[config.mk]
export PLATFORM = sky130hd
export DESIGN_NAME = r2_mod_n_calc
export DESIGN_NICKNAME = d
export VERILOG_FILES = /design/src/rtl/rsa_pkg.sv /design/src/rtl/mod_double.sv /design/src/rtl/r2_mod_n_calc.sv
export SDC_FILE = /design/constraint.sdc
export NUM_CORES = 1
export LEC_CHECK = 0
export ABC_AREA = 0
export BUFFER_PORTS_ARGS = -buffer_cell sky130_fd_sc_hd__buf_4
export CAP_MARGIN = 20
export CORE_ASPECT_RATIO = 1.75
export CORE_UTILIZATION = 65
export CTS_BUF_LIST = sky130_fd_sc_hd__clkbuf_8
export CTS_CLUSTER_DIAMETER = 200
export CTS_CLUSTER_SIZE = 40
export DETAILED_ROUTE_END_ITERATION = 8
export GPL_ROUTABILITY_DRIVEN = 1
export PLACE_DENSITY = 0.87
export REMOVE_ABC_BUFFERS = 1
export SETUP_SLACK_MARGIN = 0.02
export SYNTH_ARGS = -nofsm -noshare
export SYNTH_HDL_FRONTEND = slang
export SYNTH_SLANG_ARGS = --single-unit
[constraint.sdc]
create_clock -name clk -period 7.8 [get_ports clk]
set_input_delay 1.56 -clock clk [delete_from_list [all_inputs] [get_ports clk]]
set_output_delay 1.56 -clock clk [all_outputs]
set_load 0.01 [all_outputs]
[src/rtl/rsa_pkg.sv]
// Shared definitions for the RSA datapath blocks (mod_exp, r2_mod_n_calc and helpers).
package rsa_pkg;

  // Montgomery radix exponent K for a given operand width.
  function automatic int unsigned k_of(input int unsigned width);
    return width + 2;
  endfunction

  // Width of a counter that steps through the 2K double-and-reduce iterations.
  function automatic int unsigned cnt_width_of(input int unsigned width);
    return $clog2(2 * k_of(width));
  endfunction

  typedef enum logic [0:0] {StIdle, StRun} state_e;

endpackage

[src/rtl/mod_double.sv]
// Combinational modular doubling: y = (2x) mod n, valid when x < n.
module mod_double #(
  parameter int unsigned DATA_WIDTH = 65
) (
  input  logic [DATA_WIDTH-1:0] x,
  input  logic [DATA_WIDTH-1:0] n,
  output logic [DATA_WIDTH-1:0] y
);

  logic [DATA_WIDTH:0] dbl;
  logic [DATA_WIDTH:0] n_ext;

  assign dbl   = {x, 1'b0};
  assign n_ext = {1'b0, n};

  // With x < n the reduced value is below n, so it always fits in DATA_WIDTH bits.
  assign y = DATA_WIDTH'((dbl >= n_ext) ? (dbl - n_ext) : dbl);

endmodule

[src/rtl/r2_mod_n_calc.sv]
// Computes r2_mod_n = 2^(2K) mod n (K = DATA_WIDTH + 2) by 2K double-and-reduce steps.
module r2_mod_n_calc
  import rsa_pkg::*;
#(
  parameter int unsigned DATA_WIDTH = 65
) (
  input  logic                  clk,
  input  logic                  rst,
  input  logic                  ce,
  input  logic                  start,
  input  logic [DATA_WIDTH-1:0] n,
  output logic                  ready,
  output logic [DATA_WIDTH-1:0] r2_mod_n,
  output logic                  done,
  output logic                  err
);

  localparam int unsigned K    = k_of(DATA_WIDTH);
  localparam int unsigned CntW = cnt_width_of(DATA_WIDTH);
  localparam logic [CntW-1:0] LastCnt = CntW'(2 * K - 1);

  state_e                  state;
  logic [DATA_WIDTH-1:0]   n_r;
  logic [DATA_WIDTH-1:0]   x;
  logic [DATA_WIDTH-1:0]   x_next;
  logic [CntW-1:0]         cnt;

  mod_double #(
    .DATA_WIDTH(DATA_WIDTH)
  ) u_mod_double (
    .x(x),
    .n(n_r),
    .y(x_next)
  );

  always_ff @(posedge clk) begin
    if (rst) begin
      state    <= StIdle;
      n_r      <= '0;
      x        <= '0;
      cnt      <= '0;
      ready    <= 1'b1;
      done     <= 1'b0;
      err      <= 1'b0;
      r2_mod_n <= '0;
    end else if (ce) begin
      done <= 1'b0;
      err  <= 1'b0;
      unique case (state)
        StIdle: begin
          if (start) begin
            if (n == '0) begin
              // Degenerate modulus: report immediately and stay idle.
              r2_mod_n <= '0;
              err      <= 1'b1;
              done     <= 1'b1;
            end else begin
              n_r   <= n;
              x     <= (n == DATA_WIDTH'(1)) ? '0 : DATA_WIDTH'(1);
              cnt   <= '0;
              ready <= 1'b0;
              state <= StRun;
            end
          end
        end
        StRun: begin
          x   <= x_next;
          cnt <= cnt + 1'b1;
          if (cnt == LastCnt) begin
            r2_mod_n <= x_next;
            done     <= 1'b1;
            ready    <= 1'b1;
            state    <= StIdle;
          end
        end
        default: state <= StIdle;
      endcase
    end
  end

endmodule

==> impl_metrics.toml, run 1 <==
[outcome]
status = "finished, final reports clean"

[cells_and_area]
stdcell_count = 1950
fin_area_sq_um = 13600
fin_nets = 1849
final.fill_count = 1531
drive_above_1_share_pct = 10.7
syn2layout_area_growth_pct = 8.50

[clock_network]
cts_root_buf = "clkbuf_8"
clk_latency_ns = 0.56
numCtsBuffers = 9
clock_path_buffers = 3
cts_setup_buffers = 0
clkTransAtPathRegs_ns = 0.24
cts_tree = "yes"
cts-htree-levels = 1
post_cts_resized = 0
ctsHoldBuffers = 0
clock_sinks = 207

[power_and_ir_drop]
cellLeakagePower_nw = 5.47
irDropWorstVdd_v = 0.000256
powerDensity_nw_per_um2 = 158

[drt]
first_pass_iters = 7
route.detailed.drc = 0
wl_per_cell_um = 20.4
drtIter0Drc = 858
routed_wl_um = 39900
routed_via_density = 6.48
vias = 12628
antenna_left = 0

[floorplanning]
core_sq_um = 18700
dieArea_sq_um = 19800
die_y_um = 185
fp.dieW_um = 107
io_pins = 137
rows = 66
start_util_pct = 66.7

[critical_path]
rrSetupSlack_ns = 2.89
path_class = "in -> reg"
critPathSlowestCell = "nor4_1"
cp-start-kind = "input pin"
cp-end-kind = "flop"
crit_arrival_ns = 5.43
crit_chain = "buf_4, nor4_1, nand4_1, nor4_1, nor2b_1, or2_2, nand2_1, nor2_4, buf_4, a22oi_1, o21ai_1"
r2r-start = "n_r[14]"
r2r_end = "x[54]"
rr_worst_depth = 11
cpPeakStageDelay_ns = 0.90
crit_required_ns = 8.31
cp_max_fo = 34

[grt]
use_met2_pct = 74.8
top_usage_layer = "met2"
grt_pass1_wl_um = 62000
grt_max_degree = 82
grt_pass1_vias = 12349
grt_overflow = 0
grt_usage_pct = 40.1
grt_antenna_before_repair = 1
globalRouteMet3Util_pct = 6.26
grt_use_met1_pct = 40.3

[placed_design]
io_buffers = 136
dpl_cell_area_sq_um = 13400
place_inst = 1939
dp_hpwl_um = 30000
globalplace.congestion = 1.00

[synthesis]
synth_edf_count = 0
ys_ff_latch = 207
synthDistinctLibCells = 80
syn_inst = 1659
async_reset_ff_share_pct = 0
ys_seq_area_share_pct = 33.2
avgSynthCellArea_sq_um = 7.53
ys_warn_count = 0
mappedNetlistArea_sq_um = 12500
synth_top_flop_cell = "dfxtp_1"

[sta]
period_share_pct = 63.0
slew_headroom_pct = 21.7
maxSlewViolCount = 0
setup_tns_ns = 0
rsz0062_at_grt = "false"
setup_violations = 0
fin_crit_ns = 4.92
tightest_slew_ns = 1.17
fmax_mhz = 203
hold_viol_final = 0
clock-skew-final_ns = 0.0871

[worst_hold_path]
holdPathStages = 2
hp-class = "reg -> reg"
hp-start = "r2_mod_n[5]"
holdPathEnd = "r2_mod_n[5]"

[flow_run]
maxCapViolations = 0
## critical path: cells and delay by family
family	cells	cell delay [ns]
compound gates	2	0.29
simple gates	7	2.93
buf+inv	2	0.64
## where the power goes
part           switching (mW)  internal (mW)  leakage, nW  total, mW
sequential             0.0130           1.08         1.67       1.09
combinational           0.393          0.210         3.72      0.603
clock                   0.331          0.114       0.0761      0.445
## per-stage QoR
step / util (%) / hold slack (ns) / setup slack (ns) / power [mW]
2_1_floorplan: - / 0.430 / 3.29 / 1.50
3_5_place_dp: 71.5 / 0.442 / 2.38 / 1.70
3_3_place_gp: 71.5 / 0.437 / 2.43 / 1.69
4_1_cts: 72.3 / 0.466 / 2.95 / 2.13
5_1_grt: 72.3 / 0.485 / 2.70 / 2.23
6_report: 72.3 / 0.462 / 2.88 / 2.14
## cell type report
cell class | count | area, sq um | area share [%]
Clock inverter | 1 | 30.0 | 0.221
Multi-Input combinational cell | 1262 | 7550 | 55.7
Timing Repair Buffer | 145 | 1090 | 8.01
Inverter | 87 | 327 | 2.41
Clock buffer | 9 | 124 | 0.914
Antenna cell | 1 | 2.50 | 0.0185
Tap cell | 238 | 298 | 2.20
Sequential cell | 207 | 4140 | 30.6
## placed cells by master, fill, tap and decap left out, types with 10 or more instances in the layout
cell / synthesis / routed
a211oi_1: 11 / 11
a21boi_0: 13 / 13
a21o_1: 24 / 24
a21oi_1: 151 / 151
a31oi_1: 15 / 15
a32oi_1: 15 / 15
and3_1: 10 / 10
buf_4: 1 / 144
dfxtp_1: 207 / 207
ha_1: 67 / 67
inv_1: 87 / 87
mux2i_1: 44 / 44
nand2_1: 328 / 328
nand3_1: 18 / 18
nand4_1: 41 / 41
nor2_1: 81 / 79
nor3_1: 17 / 17
nor4_1: 27 / 27
o21a_1: 16 / 16
o21ai_0: 57 / 57
o21ai_1: 129 / 129
o21bai_1: 14 / 13
or3_1: 17 / 16
xnor2_1: 23 / 23
xor2_1: 21 / 21
## cells by family (layout without fill, tap and decap cells)
family,after synthesis,after routing,synth area share (%)
muxes,46,46,3.70
and+or+nand+nor,592,592,21.5
AOI/OAI and AO/OA,512,512,25.0
DFF,207,207,33.2
xor gates and xnor gates,44,44,3.08
buffers and inverters,190,242,6.66
adders and majority gates,68,68,6.87
other,0,1,0
## metal layers
layer  share of wire, %  vias to the layer above  wire length (um)
met5                  0                        -                 0
met4                7.4                        0              2940
met3                5.9                      185              2370
met2                 52                      551             20500
met1                 35                     5916             14000
li1                   -                     5976                 -
## cell usage after synthesis (16+ instances only)
cell / instances / area share (%)
a21o_1: 24 / 1.4
a21oi_1: 151 / 6.0
buf_2: 19 / 0.76
clkbuf_1: 71 / 2.1
dfxtp_1: 207 / 33
ha_1: 67 / 6.7
inv_1: 87 / 2.6
mux2i_1: 44 / 3.5
nand2_1: 328 / 9.9
nand3_1: 18 / 0.72
nand4_1: 41 / 2.1
nor2_1: 81 / 2.4
nor3_1: 17 / 0.68
nor4_1: 27 / 1.4
o21a_1: 16 / 0.96
o21ai_0: 57 / 2.3
o21ai_1: 129 / 5.2
or3_1: 17 / 0.85
xnor2_1: 23 / 1.6
xor2_1: 21 / 1.5
## registers in the layout, indices dropped and copies added, names as in the netlist
name	cells
state	1
n_r	65
cnt	8
done	1
ready	1
x	65
err	1
r2_mod_n	65
## how the worst max path moves through the flow
stage	startpoint	endpoint	slack (ns)	cells past startpoint
2_1_floorplan	n[34]	n_r[0]	3.29	8
3_3_place_gp	n[33]	x[54]	2.43	11
3_5_place_dp	n[36]	x[54]	2.38	11
4_1_cts	n[36]	x[54]	2.95	11
5_1_grt	n_r[14]	x[56]	2.70	11
6_report	n[36]	x[54]	2.88	11
Note: power is estimated with default switching activity, not from simulation.
==> inputs of run 2 (changes only) <==
- CORE_UTILIZATION: 65 -> 61
- PLACE_DENSITY: 0.87 -> 0.82
- clock period: 7.8 -> 4.9 ns (I/O delays scaled with it)
==> impl_metrics.toml, run 2 (same netlist as run 1, synthesis figures left out) <==
[placed_design]
dpl_cell_area_sq_um = 13500
globalplace.congestion = 1.00
dp_hpwl_um = 30900
io_buffers = 136
place_inst = 1958

[outcome]
status = "finished, final reports clean"

[power_and_ir_drop]
cellLeakagePower_nw = 5.54
total_power_mw = 3.43
irDropWorstVdd_v = 0.000428
powerDensity_nw_per_um2 = 251

[grt]
grt_usage_pct = 38.1
grt_overflow = 0
grt_pass1_vias = 11955
grt_pass1_wl_um = 61200
grt_max_degree = 66
grt_antenna_before_repair = 2

[floorplanning]
fp.dieW_um = 110
rows = 68
core_sq_um = 19900
io_pins = 137
start_util_pct = 62.8
die_y_um = 191
dieArea_sq_um = 21100

[sta]
maxSlewViolCount = 0
clock-skew-final_ns = 0.0895
tightest_slew_ns = 1.16
hold_viol_final = 0
setup_violations = 0
period_share_pct = 82.6
rsz0062_at_grt = "false"
slew_headroom_pct = 21.7
fin_crit_ns = 4.05
setup_tns_ns = 0
fmax_mhz = 247

[drt]
vias = 12523
routed_wl_um = 40300
route.detailed.drc = 0
wl_per_cell_um = 20.5
drtIter0Drc = 921
antenna_left = 0
routed_via_density = 6.36
first_pass_iters = 6

[clock_network]
cts_tree = "yes"
cts-htree-levels = 1
clk_latency_ns = 0.56
clock_sinks = 207
cts_setup_buffers = 0
ctsHoldBuffers = 0
post_cts_resized = 0
clkTransAtPathRegs_ns = 0.23
clock_path_buffers = 3
numCtsBuffers = 9
cts_root_buf = "clkbuf_8"

[cells_and_area]
fin_area_sq_um = 13700
stdcell_count = 1969
syn2layout_area_growth_pct = 9.48
reg_top3 = "n_r: 65 flops, r2_mod_n: 65 flops, x: 65 flops"
drive_above_1_share_pct = 11.3
final_cell_mix = "328 x nand2_1, 207 x dfxtp_1, 155 x buf_4, 151 x a21oi_1, 129 x o21ai_1"
layout.cells.most_common = "nand2_1"
fin_nets = 1861
fin_util_pct = 68.7

[flow_run]
maxCapViolations = 0

[critical_path]
path_class = "in -> reg"
crit_required_ns = 5.36
cp-end-kind = "flop"
crit_arrival_ns = 4.50
cp-start-kind = "input pin"
cp_max_fo = 37

[worst_hold_path]
hp-class = "reg -> reg"
## run 2: changes by cell type in the layout (fill, tap and decap cells not counted)
cell	previous run	this run
buf_2	1	0
o21bai_2	1	0
buf_12	0	2
buf_4	144	155
o21bai_1	13	14
## run 2: power breakdown
group	switching [mW]	internal (mW)	leakage, nW
clock	0.529	0.182	0.0761
sequential	0.0201	1.72	1.67
combinational	0.638	0.346	3.79
total	1.19	2.25	5.54
## run 2: per-layer routing
metal / wire [um] / part of all wire, % / vias to the layer above / global-route usage [%]
met1: 14200 / 35 / 5808 / 38.7
met2: 20400 / 51 / 516 / 68.8
met3: 2580 / 6.4 / 191 / 6.34
li1: - / - / 6006 / -
met5: 14 / 0.035 / - / 0
met4: 3160 / 7.8 / 2 / 26.4
## run 2: stage by stage
stage	hold slack [ns]	setup WS [ns]
2_1_floorplan	0.430	0.975
3_3_place_gp	0.437	0.605
3_5_place_dp	0.443	0.485
4_1_cts	0.465	1.09
5_1_grt	0.480	0.886
6_report	0.464	0.854
## run 2: path summary, 6_finish.rpt
check	slack (ns)	endpoint	startpoint	cells after the start
setup / recovery	0.85	r2_mod_n[61]	n[37]	11
setup reg to reg	1.04	r2_mod_n[57]	n_r[11]	11
hold / removal	0.46	n_r[34]	n_r[34]	2
hold reg to reg	0.46	n_r[34]	n_r[34]	2
## run 2: cell type report
type                       count  area (sq um)
timing repair buffer         157          1200
multi-input combinational   1262          7540
sequential                   207          4140
clock inverter                 1          30.0
fill                        1755          6230
antenna                        1          2.50
clock buffer                   9           124
inverter                      87           327
tap                          245           307
## run 2: critical path, stage by stage
cell and delay (ns):
buf_4 0.11, nor4_1 0.97, nand4_1 0.25, nor4_1 0.39, nor2b_1 0.25, nor2_1 0.09, nor3b_1 0.50, nor2_4 0.29
buf_4 0.36, a32oi_1 0.20, o21ai_1 0.08
==> inputs of run 3 (changes only) <==
- clock period: 4.9 -> 4.2 ns (I/O delays scaled with it)
==> impl_metrics.toml, run 3 (same netlist as run 1, synthesis figures left out) <==
[power_and_ir_drop]
cellLeakagePower_nw = 5.62
powerDensity_nw_per_um2 = 292
irDropWorstVdd_v = 0.000427

[sta]
tightest_slew_ns = 1.14
maxSlewViolCount = 0
setup_tns_ns = 0
fin_crit_ns = 3.71
setup_violations = 0
fmax_mhz = 270
slew_headroom_pct = 23.8
period_share_pct = 88.3
rsz0062_at_grt = "false"
clock-skew-final_ns = 0.104
hold_viol_final = 0

[critical_path]
cp_max_fo = 8
cp-end-kind = "flop"
crit_required_ns = 4.69
path_buf_inv = 2
crit_chain = "inv_1, ha_1, nand2_1, nor4_1, buf_4, a21bo_2, a31oi_1, and4b_1, nor3_2, o21ai_0, and4_1, a21o_1"
crit_arrival_ns = 4.19
critPathSlowestCell = "nor3_2"
cpPeakStageDelay_ns = 0.51
cp-startpoint = "n_r[10]"
path_class = "reg -> reg"
r2r-start = "n_r[10]"
cp-start-kind = "flop"
cp_top_family = "simple AND/OR/NAND/NOR gates"

[floorplanning]
start_util_pct = 62.8
io_pins = 137
fp.dieW_um = 110
core_sq_um = 19900
dieArea_sq_um = 21100
die_y_um = 191
rows = 68

[drt]
routed_wl_um = 41000
drtIter0Drc = 812
vias = 12730
route.detailed.drc = 0
antenna_left = 0
first_pass_iters = 5
wl_per_cell_um = 20.7
routed_via_density = 6.42

[cells_and_area]
final_cell_mix = "328 x nand2_1, 207 x dfxtp_1, 164 x buf_4, 151 x a21oi_1, 129 x o21ai_1"
final.fill_count = 1709
drive_above_1_share_pct = 11.9
fin_nets = 1874
syn2layout_area_growth_pct = 10.7
reg_top3 = "n_r: 65 flops, r2_mod_n: 65 flops, x: 65 flops"
regArea_sq_um = 4140
multi_input_area_sq_um = 7540
layout.cells.most_common = "nand2_1"
stdcell_count = 1982

[placed_design]
io_buffers = 136
place_inst = 1970
dp_hpwl_um = 31800
globalplace.congestion = 0.997

[clock_network]
cts_tree = "yes"
clock_path_buffers = 3
numCtsBuffers = 9
ctsHoldBuffers = 0
clk_latency_ns = 0.57
clkTransAtPathRegs_ns = 0.23
clock_sinks = 207
cts_root_buf = "clkbuf_8"
cts_setup_buffers = 0
post_cts_resized = 0
cts-htree-levels = 1

[grt]
grt_antenna_before_repair = 1
grt_usage_pct = 39.8
grt_overflow = 0
grt_pass1_vias = 12618
grt_max_degree = 74
grt_pass1_wl_um = 64200

[worst_hold_path]
hp-class = "reg -> reg"
hp-start = "r2_mod_n[25]"

[flow_run]
maxCapViolations = 0

[outcome]
status = "finished, final reports clean"
run 3: worst paths after layout:
kind / to / slack (ns) / cells after the start
max: r2_mod_n[57] / 0.49 / 12
min: r2_mod_n[25] / 0.46 / 2
max reg2reg: r2_mod_n[57] / 0.49 / 12
min reg2reg: r2_mod_n[25] / 0.46 / 2
run 3: power breakdown:
group | total [mW] | switching [mW] | internal [mW]
sequential | 2.03 | 0.0240 | 2.00
clock | 0.833 | 0.621 | 0.212
combinational | 1.18 | 0.750 | 0.427
run 3: through the flow:
| step | setup WS (ns) | instance area (sq um) | utilization, % | hold WS, ns | total power [mW] |
|---|---|---|---|---|---|
| floorplan | 0.415 | 12000 | - | 0.430 | 2.79 |
| global placement | 0.378 | 13700 | 68.6 | 0.439 | 3.19 |
| detailed placement | 0.315 | 13700 | 68.6 | 0.443 | 3.21 |
| CTS | 0.607 | 13800 | 69.4 | 0.467 | 4.02 |
| global route | 0.280 | 13800 | 69.5 | 0.476 | 4.20 |
| finish | 0.493 | 13800 | 69.5 | 0.464 | 4.04 |
run 3: layer usage:
| layer | part of all wire, % | up-vias | global-route usage (%) |
|---|---|---|---|
| li1 | - | 6011 | - |
| met2 | 51 | 554 | 71.1 |
| met5 | 0 | - | 0 |
| met4 | 8.4 | 0 | 28.7 |
| met3 | 6.0 | 212 | 5.11 |
| met1 | 35 | 5953 | 41.6 |
run 3: layout make-up:
class	instances	area share, %
clock buffer	9	0.896
multi-input combinational	1262	54.6
inverter	87	2.36
timing repair buffer	170	9.77
clock inverter	1	0.217
sequential	207	30.0
antenna	1	0.0181
tap	245	2.22
run 3: worst min-delay path: stages (launching register included):
cell and delay, ns:
dfxtp_1 0.36, nand2_1 0.05, o21ai_1 0.05
